**src/rtl/rr_interconnect_pkg.sv**
```systemverilog
// Shared parameters and helpers for the round-robin packet interconnect.
package rr_interconnect_pkg;

    localparam int PACKET_WIDTH = 8;

    // Index reached by stepping 'step' places past 'base' on a ring of 'n' ports.
    function automatic int wrap_index(input int base, input int step, input int n);
        return (base + step) % n;
    endfunction

endpackage

```
**src/rtl/rr_interconnect_pick.sv**
```systemverilog
// Rotate-and-find-first arbiter: nearest requester after the last grant wins.
module rr_pick
    import rr_interconnect_pkg::*;
#(
    parameter int CONNECT_NUM = 3,
    parameter int INDEX_WIDTH = 2
) (
    input  logic [CONNECT_NUM-1:0] req,
    input  logic [INDEX_WIDTH-1:0] last,
    output logic [INDEX_WIDTH-1:0] grant,
    output logic                   any
);

    logic [INDEX_WIDTH-1:0] pick_idx_s;

    // Scan from the farthest offset inward so the nearest requester overrides.
    always_comb begin
        pick_idx_s = {INDEX_WIDTH{1'b0}};
        grant      = {INDEX_WIDTH{1'b0}};
        for (int k = CONNECT_NUM; k >= 1; k--) begin
            pick_idx_s = INDEX_WIDTH'(wrap_index(int'(last), k, CONNECT_NUM));
            grant      = req[pick_idx_s] ? pick_idx_s : grant;
        end
    end

    assign any = |req;

endmodule

```
**src/rtl/rr_interconnect.sv**
```systemverilog
// Round-robin N-to-1 packet interconnect with a single registered output slot.
module rr_interconnect
    import rr_interconnect_pkg::*;
#(
    parameter int DATA_WIDTH  = PACKET_WIDTH,
    parameter int CONNECT_NUM = 3,
    parameter int INDEX_WIDTH = 2
) (
    input  logic                              CLK,
    input  logic                              RST,
    input  logic [CONNECT_NUM-1:0]            RECEIVE_VALID,
    output logic [CONNECT_NUM-1:0]            RECEIVE_READY,
    input  logic [DATA_WIDTH*CONNECT_NUM-1:0] RECEIVE_DATA,
    output logic                              SEND_VALID,
    input  logic                              SEND_READY,
    output logic [DATA_WIDTH-1:0]             SEND_DATA,
    output logic [INDEX_WIDTH-1:0]            SEND_INDEX
);

    logic [INDEX_WIDTH-1:0] last_r;
    logic                   send_valid_r;
    logic [DATA_WIDTH-1:0]  send_data_r;
    logic [INDEX_WIDTH-1:0] send_index_r;

    logic [INDEX_WIDTH-1:0] grant_s;
    logic                   any_s;
    logic                   load_en_s;
    logic                   xfer_s;
    logic [CONNECT_NUM-1:0] ready_s;
    logic [DATA_WIDTH-1:0]  grant_data_s;

    rr_pick #(
        .CONNECT_NUM (CONNECT_NUM),
        .INDEX_WIDTH (INDEX_WIDTH)
    ) u_pick (
        .req   (RECEIVE_VALID),
        .last  (last_r),
        .grant (grant_s),
        .any   (any_s)
    );

    assign load_en_s = !send_valid_r || SEND_READY;

    // Accept goes to the granted port only, and never while reset is held.
    always_comb begin
        ready_s = {CONNECT_NUM{1'b0}};
        if (RST && any_s && load_en_s) begin
            ready_s[grant_s] = 1'b1;
        end else begin
            ready_s = {CONNECT_NUM{1'b0}};
        end
    end

    assign xfer_s = |ready_s;

    // Select the granted port's packet from the flattened input bus.
    always_comb begin
        grant_data_s = {DATA_WIDTH{1'b0}};
        for (int i = 0; i < CONNECT_NUM; i++) begin
            grant_data_s = (grant_s == INDEX_WIDTH'(i))
                         ? RECEIVE_DATA[DATA_WIDTH*i +: DATA_WIDTH]
                         : grant_data_s;
        end
    end

    // Output slot and round-robin pointer; a stalled slot freezes both.
    always_ff @(posedge CLK or negedge RST) begin
        if (!RST) begin
            send_valid_r <= 1'b0;
            send_data_r  <= {DATA_WIDTH{1'b0}};
            send_index_r <= {INDEX_WIDTH{1'b0}};
            last_r       <= INDEX_WIDTH'(CONNECT_NUM - 1);
        end else if (xfer_s) begin
            send_valid_r <= 1'b1;
            send_data_r  <= grant_data_s;
            send_index_r <= grant_s;
            last_r       <= grant_s;
        end else if (SEND_READY) begin
            send_valid_r <= 1'b0;
        end
    end

    assign RECEIVE_READY = ready_s;
    assign SEND_VALID    = send_valid_r;
    assign SEND_DATA     = send_data_r;
    assign SEND_INDEX    = send_index_r;

endmodule

```
**config.mk**
```make
export PLATFORM = sky130hd
export DESIGN_NAME = rr_interconnect
export DESIGN_NICKNAME = d
export VERILOG_FILES = /design/src/rtl/rr_interconnect_pkg.sv /design/src/rtl/rr_interconnect_pick.sv /design/src/rtl/rr_interconnect.sv
export SDC_FILE = /design/constraint.sdc
export NUM_CORES = 1
export LEC_CHECK = 0
export ABC_CLOCK_PERIOD_IN_PS = 3070
export CAP_MARGIN = 20
export CORE_UTILIZATION = 42
export DETAILED_ROUTE_END_ITERATION = 12
export GPL_TIMING_DRIVEN = 0
export PLACE_DENSITY_LB_ADDON = 0.12
export SYNTH_ARGS = -nofsm -noshare
export SYNTH_HDL_FRONTEND = slang
export SYNTH_HIERARCHICAL = 1
export SYNTH_SLANG_ARGS = --single-unit
export TNS_END_PERCENT = 100
```
**constraint.sdc**
```tcl
create_clock -name CLK -period 3.07 [get_ports CLK]
set_clock_uncertainty 0.15 [all_clocks]
set_input_delay 0.614 -clock CLK [delete_from_list [all_inputs] [get_ports CLK]]
set_output_delay 0.614 -clock CLK [all_outputs]
set_load 0.02 [all_outputs]
```
Word level (Yosys, flattened, before mapping)
Cells that the tools add are included.
{"block": "op_classes", "addsub": 3, "div_mod_pow": 3, "order_cmp": 5, "eq_ne": 2, "n_mux": 17, "reduce_logical": 9}
{"op": "$mod A32 B3 Y32 const B", "n": 3}
{"op": "$mux W8", "n": 3}
{"op": "$lt A2 B3 Y1 const B", "n": 4}
{"op": "$add A2 B2 Y3 const B", "n": 2}
{"op": "$bmux W1 S2", "n": 3}
{"op": "$mux W1", "n": 6}
{"op": "$mux W2", "n": 3}
{"op": "$reduce_or A3 Y1", "n": 2}
{"op": "$add A2 B1 Y3 const B", "n": 1}
{"op": "$logic_and A1 B1 Y1", "n": 3}
{"op": "$mux W3", "n": 1}
{"op": "$demux W1 S2", "n": 1}
{"op": "$eq A2 B1 Y1 const B", "n": 1}
{"op": "$eq A2 B2 Y1 const B", "n": 1}
{"op": "$ge A2 B1 Y1 const B", "n": 1}
{"op": "$logic_not A2 Y1", "n": 1}
{"op": "$reduce_bool A2 Y1", "n": 1}
{"op": "$logic_not A1 Y1", "n": 1}
{"op": "$logic_or A1 B1 Y1", "n": 1}
{"block": "totals", "regBits": 13, "inputBits": 30, "output_inout_bits": 14, "elab_cells": 43}

Logic depth before layout (Yosys ltp)
{"block": "depth", "ltp_word": 14, "depth_mapped": 9, "depth_no_buf": 8}

Modules after synthesis
Netlist, hierarchy kept.
{"module": "rr_interconnect", "n_inst": 1, "cells_each": 83, "area_per_inst_um2": 855.8, "seq_area_each_um2": 301.5}
{"module": "rr_pick", "n_inst": 1, "cells_each": 20, "area_per_inst_um2": 150.1, "seq_area_each_um2": 0.0}

Worst setup path before layout
Ideal clock, no wire load.
{"block": "synth_timing", "kind": "reg-to-output", "startpoint": "reg last_r[1]", "endpoint": "out RECEIVE_READY[0]", "arrival_time_ps": 2071, "t_required_ps": 2306, "slack_ps": 235, "stages_incl_launch_ff": 7, "n_path_buf": 1, "path_cell_list": "dfstp_2 ha_1 nor2b_1 o221ai_1 o311ai_1 buf_1 nor3_1"}
{"block": "synth_between", "elab_chain_len": 12, "word_cells_on_any_way": 21, "cone_classes": "3 x add/sub; 3 x div; 2 x order compare; 12 x mux; 1 x reduce/logical"}
{"item": "start, declared", "line_no": "rr_interconnect.sv:20", "source": "logic [INDEX_WIDTH-1:0] last_r;"}
{"item": "start signal, assigned", "line_no": "rr_interconnect.sv:72", "source": "last_r <= INDEX_WIDTH'(CONNECT_NUM - 1);"}
{"item": "start signal, assigned", "line_no": "rr_interconnect.sv:77", "source": "last_r <= grant_s;"}
{"item": "$add A2 B2 Y3", "line_no": "rr_interconnect_pkg.sv:8", "source": "return (base + step) % n;"}
{"item": "$mod A32 B3 Y32", "line_no": "rr_interconnect_pkg.sv:8"}
{"item": "$bmux W1 S2", "line_no": "rr_interconnect_pick.sv:22", "source": "grant = req[pick_idx_s] ? pick_idx_s : grant;"}
{"item": "$mux W1 (implied by the code)", "line_no": "rr_interconnect_pick.sv:22"}
{"item": "$mux W2 (2 in series)", "line_no": "rr_interconnect_pick.sv:22"}
{"item": "$mux W2 (*)", "line_no": "rr_interconnect_pick.sv:22"}
{"item": "named net grant_s[1]", "line_no": "rr_interconnect.sv:25", "source": "logic [INDEX_WIDTH-1:0] grant_s;"}
{"item": "$lt A2 B3 Y1 (implied by the code) or $ge A2 B1 Y1 (tied branches)", "line_no": "rr_interconnect.sv:48", "source": "ready_s[grant_s] = 1'b1;"}
{"item": "$logic_and A1 B1 Y1 (implied by the code)", "line_no": "rr_interconnect.sv:48"}
{"item": "$mux W1 (implied by the code)", "line_no": "rr_interconnect.sv:48"}
{"item": "$demux W1 S2 (*)", "line_no": "rr_interconnect.sv:48"}
{"item": "$mux W3 (*)", "line_no": "rr_interconnect.sv:47", "source": "if (RST && any_s && load_en_s) begin"}
{"item": "end, declared", "line_no": "rr_interconnect.sv:12", "source": "output logic [CONNECT_NUM-1:0] RECEIVE_READY,"}
The timed path passes the listed nets; every way through them passes the cells marked *. The select of a mux whose other input is x is not followed.

Worst setup path after layout
{"block": "layout_timing", "startpoint": "reg last_r[1]", "endpoint": "out RECEIVE_READY[1]"}
Same word-level chain as after synthesis.

==> qor.yml <==
status: "finished clean"
synthesis.area_um2: 1010
r2r_start: "last_r[1]"
synth_nets: 136
final-max-slew-violation-count: 0
place_congestion: 0.700
synthFlopType: "dfrtp_1"
syn_area_per_cell_um2: 9.77
hold_viol: 0
critPathMaxStageDelay_ns: 0.58
nets: 192
grt_max_degree: 15
p_leak_nw: 0.687
hold_path.class: "in -> async"
drc: 0
worstPathMaxFanout: 4
post-route-period-util: 0.983
cp_slowest_cell: "dfstp_2"
wirelength_um: 2990
via_per_inst: 5.74
m1WireLength_um: 1220
die_x_um: 50.9
cts_buffers: 3
ys_seq_area_frac: 0.300
antenna-diode-count: 0
yosysWarnings: 6
drtAntennaViolNets: 0
worstPathRequired_ns: 2.31
power_mw: 1.71
ios: 44
wl_met3_um: 95
drive_gt1_frac: 0.348
core-area_um2: 2230
via_count: 1068
cts_htree_levels: 1
place_hpwl_um: 1980
ys_seq_elements: 12
r2r-end: "SEND_DATA[0]"
cp.buffers_inverters: 3
max-clock-path-buffers: 2
rows: 17
netlist_instances: 103
worst_hold_slack_ns: 0.185
port_buffers: 43
crit_arrival_ns: 2.25
path_class: "reg -> out"
first_pass_iters: 4
synthTopCellsByCount: "dfrtp_1, inv_1, nand2b_1"
synthTopCellsByArea: "dfrtp_1, a221oi_2, mux2_2"
synth_top_area_frac: 0.274
setup.worst_path.start_class: "flip-flop"
avgRoutedWirePerCell_um: 16.1
cts_tree: "built"
p_per_area_nw_per_um2: 1010
fin_crit_ns: 3.02
wl_met2_um: 1600
ir_drop_v: 0.000615
ys_types: 32
setup_viol: 0
cts_sinks: 12
grt_pass1_wl_um: 4750
synthArstFlopShare: 1.00
cp_cell_sequence: "inv_2 -> ha_4 -> a21boi_2 -> o21ai_2 -> o311ai_4 -> clkbuf_8 -> nor3_4 -> and2_4 -> buf_6"
hold_buffers: 0
cts_root_buffer: "clkbuf_4"
r2r_cells: 10
grtUsageTotal: 0.252
r2r_setup_slack_ns: 0.35
grt_overflow_total: 0
area_growth_pct: 67.5
synth-edff-count: 0
worst_slew_pin_slew_ns: 0.477
maxCapViolCount: 0
die_h_um: 50.9
die-area_um2: 2590
relSlewSlack: 0.682
synth_top_area_cell: "dfrtp_1"
highest_layer: "met4"
endpoint_kind: "output port"
grt_pass1_vias: 1049
crit_family: "compound AO/OA/AOI/OAI gates"
antenna_found_initial: 0
fillerInstances: 158
clk_pin_slew_worst_paths_ns: 0.09
insertion_delay_ns: 0.28
max_freq_mhz: 331
drt_iter0_markers: 17
start_util: 0.450
-- worst reg2reg max path, delay by kind of cell (launching register included) --
family | cells | cell delay (ns)
buf+inv | 3 | 0.45
flops | 1 | 0.58
mux | 1 | 0.35
compound gates | 3 | 0.44
fa+ha+maj | 1 | 0.18
simple gates | 2 | 0.44
-- state kept, by name, indices dropped and copies added, names as in the netlist --
name        count
last_r          2
SEND_VALID      1
SEND_DATA       8
SEND_INDEX      1
-- where the power goes --
part	internal (mW)	total, mW	switching [mW]	leakage [nW]
Combinational	0.653	1.29	0.632	0.533
Sequential	0.239	0.291	0.0520	0.133
Clock	0.0722	0.131	0.0592	0.0210
-- what timing repair did --
action | in CTS | in global routing
setup buffers | 5 | 5
gates resized for setup | 36 | 14
pin swaps | 1 | 4
endpoints found under the setup margin | 3 | 3
-- logic make-up (layout without fill, tap and decap cells) --
logic type | after synthesis | after routing | share of synthesized area
DFF | 12 | 12 | 0.300
buffers and inverters | 21 | 76 | 0.109
and+or+nand+nor | 31 | 31 | 0.193
adders and majority gates | 3 | 3 | 0.0373
muxes | 8 | 8 | 0.0896
AOI/OAI and AO/OA | 28 | 28 | 0.271
-- final cells by class --
type                       instances  area (um^2)  share of cell area
timing repair buffer              52          490               0.291
clock buffer                       4         36.3              0.0215
tap                               28         35.0              0.0208
sequential                        12          302               0.179
inverter                          11         41.3              0.0245
buffer                             9         85.1              0.0505
multi-input combinational         70          696               0.413
-- cell usage in the layout, fill, tap and decap left out, drive strengths merged --
cell,netlist,layout
a31o,1,1
clkbuf,2,6
clkdlybuf4s15,0,1
or2,1,1
nand3b,1,1
nand2,2,2
nor4,8,8
clkdlybuf4s50,0,37
o21ai,3,3
nand2b,9,9
nor3,3,3
nor2b,2,2
and2,2,2
o41ai,8,8
a21boi,1,1
dfrtp,11,11
or3,1,1
ha,3,3
o311ai,1,1
dlygate4sd2,0,2
o22a,3,3
dfstp,1,1
mux2,8,8
a221oi,9,9
inv,11,11
o221ai,1,1
and2b,2,2
buf,8,19
a21o,1,1
-- stage by stage --
stage                     utilization  TNS, ns  std cells  area [um^2]  setup slack, ns
final                           0.755        0        186         1690           0.0533
after global routing            0.755  -0.0342        186         1690          -0.0258
after CTS                       0.714  -0.0725        183         1600          -0.0451
after detailed placement        0.659    -2.48        174         1470           -0.899
after global placement          0.659    -2.66        174         1470           -0.957
after floorplan                     -        0        103         1010            0.235
-- routing by layer --
| metal | vias to the layer above | GRT usage |
|---|---|---|
| li1 | 505 | - |
| met1 | 526 | 0.286 |
| met2 | 31 | 0.476 |
| met3 | 6 | 0.0179 |
| met4 | 0 | 0.111 |
| met5 | - | 0 |
-- worst max path at each step --
stage	endpoint	startpoint	slack, ns	depth (start not counted)
6_report	RECEIVE_READY[1]	last_r[1]	0.05	9
5_1_grt	RECEIVE_READY[1]	last_r[1]	-0.03	8
4_1_cts	RECEIVE_READY[2]	last_r[1]	-0.05	9
3_5_place_dp	RECEIVE_READY[2]	RECEIVE_VALID[2]	-0.90	7
3_3_place_gp	RECEIVE_READY[2]	RECEIVE_VALID[2]	-0.96	7
2_1_floorplan	RECEIVE_READY[0]	last_r[1]	0.24	6
Power figures use the tool's default switching activity.
